===== src/rtl/pipe_stall_ctrl.sv =====
// rtl/pipe_stall_ctrl.sv - ID-stage interlock: load-use, mul/div occupancy and memory-wait stalls (optional stall counter via PIPE_STALL_CNT_EN)
module pipe_stall_ctrl #(
    parameter int MD_CYCLES = 32,
    parameter int CW        = 8
) (
    input  logic        clk,
    input  logic        clrn,
    input  logic [4:0]  id_rs,
    input  logic [4:0]  id_rt,
    input  logic        id_use_rs,
    input  logic        id_use_rt,
    input  logic [4:0]  ex_rn,
    input  logic        ex_wreg,
    input  logic        ex_m2reg,
    input  logic        id_mdstart,
    input  logic        id_mdread,
    input  logic        mem_wait,
    output logic        wpcir,
    output logic        id_bubble,
    output logic        wpipe,
    output logic        md_busy,
    output logic        md_done
`ifdef PIPE_STALL_CNT_EN
    ,
    output logic [31:0] stall_cnt
`endif
);

    localparam logic [CW-1:0] MD_LOAD = CW'(MD_CYCLES);
    localparam logic [CW-1:0] CNT_ONE = CW'(1);

    // Remaining cycles the HI/LO unit stays occupied; zero means idle.
    logic [CW-1:0] mdcnt;

    logic rs_hit;
    logic rt_hit;
    logic lu;
    logic mdh;
    logic stall;
    logic issue;

    // Hazard detection: a load in EX feeding a source of the ID instruction,
    // or an instruction that needs the mul/div unit while it is still busy.
    always_comb begin
        rs_hit  = id_use_rs & (id_rs == ex_rn);
        rt_hit  = id_use_rt & (id_rt == ex_rn);
        lu      = ex_wreg & ex_m2reg & (ex_rn != 5'd0) & (rs_hit | rt_hit);
        md_busy = (mdcnt != '0);
        mdh     = md_busy & (id_mdstart | id_mdread);
        stall   = lu | mdh;
        issue   = id_mdstart & ~stall & ~mem_wait;
    end

    // Enable generation: a memory wait freezes everything (no bubble),
    // otherwise a stall holds PC/IF-ID and injects one bubble into ID/EX.
    always_comb begin
        wpcir     = 1'b1;
        wpipe     = 1'b1;
        id_bubble = 1'b0;
        if (mem_wait) begin
            wpcir     = 1'b0;
            wpipe     = 1'b0;
        end else if (stall) begin
            wpcir     = 1'b0;
            id_bubble = 1'b1;
        end
    end

    // Occupancy countdown; keeps running through memory waits since the
    // mul/div unit is independent of the pipeline enables.
    always_ff @(posedge clk) begin
        if (!clrn) begin
            mdcnt   <= '0;
            md_done <= 1'b0;
        end else begin
            if (issue) begin
                mdcnt <= MD_LOAD;
            end else if (mdcnt != '0) begin
                mdcnt <= mdcnt - CNT_ONE;
            end
            // An issue can only happen with mdcnt==0, so the 1->0 step is
            // never masked by a reload.
            md_done <= (mdcnt == CNT_ONE);
        end
    end

`ifdef PIPE_STALL_CNT_EN
    // Counts every cycle the front end did not advance (stall or freeze).
    always_ff @(posedge clk) begin
        if (!clrn) begin
            stall_cnt <= 32'd0;
        end else if (stall | mem_wait) begin
            stall_cnt <= stall_cnt + 32'd1;
        end
    end
`endif

endmodule


===== config.mk =====
export PLATFORM = sky130hd
export DESIGN_NAME = pipe_stall_ctrl
export DESIGN_NICKNAME = d
export VERILOG_FILES = /design/src/rtl/pipe_stall_ctrl.sv
export SDC_FILE = /design/constraint.sdc
export NUM_CORES = 1
export LEC_CHECK = 0
export CAP_MARGIN = 20
export CORE_MARGIN = 2
export CORE_UTILIZATION = 44
export DETAILED_ROUTE_END_ITERATION = 16
export PLACE_DENSITY = 0.82
export SYNTH_ARGS = -nofsm -noshare
export SYNTH_HDL_FRONTEND = slang
export SYNTH_SLANG_ARGS = --single-unit

===== constraint.sdc =====
create_clock -name clk -period 4.8 [get_ports clk]
set_input_delay 0.48 -clock clk [delete_from_list [all_inputs] [get_ports clk]]
set_output_delay 0.48 -clock clk [all_outputs]
set_load 0.05 [all_outputs]

==> out/metrics.cfg <==
[outcome]
status=finished clean

[synth]
synthTopCellsByArea=dfxtp_1, xnor2_1, ha_1, nand4_1, o21ai_0
synth_top_family_by_area=simple AND/OR/NAND/NOR gates
synth.distinct_cells=32
synthMostInstantiatedCell=xnor2_1
synth_async_sr_flop_share_pct=0
synthFlopType=dfxtp_1
yosys.area_share.simple_pct=30.02
syn-num-nets=111
syn_area_um2=691.9
netlist_top_cells_count=xnor2_1, dfxtp_1, nand2_1
yosys_warnings=0
synth_largest_area_cell=dfxtp_1
synthAdderAreaFrac_pct=5.425
synth_cells=84
yosysSeqAreaShare_pct=26.04
synthDominantCellAreaShare_pct=26.04
synth.avg_cell_area_um2=8.237
synth_compound_gate_area_share_pct=18.26
synth-edff-count=0
synth_mux_area_share_pct=2.893
yosys.area_share.xor_xnor_pct=15.19
yosys_register_bits=9

[critical_path]
start_kind=flop
r2r_end=mdcnt[0]
critPathKind=flop to output pin
critPathArrivalTime_ns=3.07
cp-end-kind=output pin
critical_path.slowest_cell=clkdlybuf4s50_1
required_ns=4.32
rr_worst_depth=6
rrSetupSlack_ns=2.71
r2r-start=mdcnt[0]
startpoint=mdcnt[0]
max_stage_delay_ns=0.85
endpoint=wpcir
worstPathMaxFanout=5
worstPathCellList=inv_1, ha_1, nor4b_1, nand2_1, a221oi_1, clkdlybuf4s50_1

[worst_hold_path]
min_path_type=flop to flop
whs_path_depth=1
hp-start=mdcnt[7]

[grt]
grt_pass1_vias=689
antenna_found_initial=0
grtUsageMet2_pct=32.06
grt.met3_usage_pct=4.583
gr-total-overflow=0
globalRouteMet1Util_pct=23.16
grt_pass1_wl_um=2801
grt_max_degree=14
grt-busiest-layer=met2
gr-usage-all-layers_pct=20.03

[routing]
firstDrtPassIters=4
antenna_left=0
drt_iter0_drc=18
wire_per_inst_um=13.30
wl_um=1742
viasPerCell=5.870
drcViolationCount=0
vias=769

[power_and_ir_drop]
power_leakage_nw=0.3755
design_power_total_w=0.0005076
irDropWorstVdd_mv=0.2806
p_per_area_mw_per_mm2=500.3

[timing]
timing.setup.tns_ns=0
period_share_pct=73.86
worst_pin_slew_ns=0.7325
hold_viol=0
rsz0062_at_grt=no
final.setup_skew_ns=0.004863
finalMaxSlewViolations=0
fmax_ghz=0.2821
fin_crit_ns=3.545
setup_viol=0
relSlewSlack_pct=50.48

[layout]
final_nets=143
antenna-diode-count=0
syn_to_final_growth_pct=46.65
layout-drive-gt1-share_pct=5.217
fin_util_pct=68.15

[floorplan]
row_count=14
dieHeight_um=43.66
die_w_um=43.66
dieArea_mm2=0.001906
initial_utilization_pct=46.47
io_pins=29
core_area_mm2=0.001489

[job]
drv_cap=0

[placement]
portBuffers=28
gp_congestion=0.7824
dpl.hpwl_um=1410

[clock_tree]
clkSinkCount=9
cts_tree=done
postCtsSetupBuffers=0
cts_resized=0
cts_hold_buffers=0
worstSkewPairLatency_ns=0.27
cts-root-buf=clkbuf_4
cts_buffer_depth=2
cts_buffers=3
htreeDepth=1
clk_pin_slew_worst_paths_ns=0.06

## flip-flops by register name (all words and copies together) (netlist names)
name     cells
mdcnt        8
md_done      1
## worst max-delay path: cells and delay by family (launching register included)
family / cells / cell delay, ns
AOI/OAI and AO/OA: 1 / 0.35
adders and majority gates: 1 / 0.18
buffers and inverters: 2 / 1.02
DFF: 1 / 0.35
and+or+nand+nor: 2 / 0.90
## report_power, final
group	internal [W]	switching, W
logic	0.000134	0.000181
clock network	0.0000321	0.0000279
registers	0.000102	0.0000304
## metal layers
layer | vias up | share of wire (%) | routed length, um
met3 | 4 | 5.3 | 92
met4 | 0 | 2.9 | 50
met1 | 353 | 43 | 753
li1 | 381 | - | -
met5 | - | 0 | 0
met2 | 31 | 49 | 846
## worst min-delay path by stage
stage                     slack (ns)      end
after global routing            0.54  md_done
after detailed placement        0.50  md_done
after floorplan                 0.46  md_done
after CTS                       0.51  md_done
after global placement          0.50  md_done
final                           0.51  md_done
## cell type report
cell class,count,area (um^2)
multi-input combinational,71,496.7
fill,116,474.2
timing repair buffer,28,280.3
sequential,9,180.2
clock buffer,4,26.28
tap,16,20.02
inverter,3,11.26
## kinds of logic (layout without fill, tap and decap cells)
family,count (synthesis),in the layout
buffers and inverters,4,35
adder cells (fa/ha/maj),3,3
multiplexers,2,2
AND/OR/NAND/NOR,37,37
AO/OA/AOI/OAI,17,17
flip-flops,9,9
XOR/XNOR,12,12
## cells in the final DEF (no fill, tap or decap), types with 5 or more instances in the layout
cell,netlist,final
clkdlybuf4s50_1,0,28
dfxtp_1,9,9
nand2_1,8,8
nand4_1,5,5
nor2_1,5,5
o21ai_0,6,6
xnor2_1,11,11
## stage by stage
stage | setup slack (ns) | std cells | hold WS (ns) | area [um^2]
6_report | 1.255 | 131 | 0.5130 | 1015
5_1_grt | 1.043 | 131 | 0.5437 | 1015
4_1_cts | 1.248 | 131 | 0.5070 | 1015
3_5_place_dp | 1.430 | 127 | 0.4982 | 988.4
3_3_place_gp | 1.485 | 127 | 0.4956 | 988.4
2_1_floorplan | 1.337 | 84 | 0.4642 | 691.9
No activity file was read; power rests on OpenSTA's default activity.
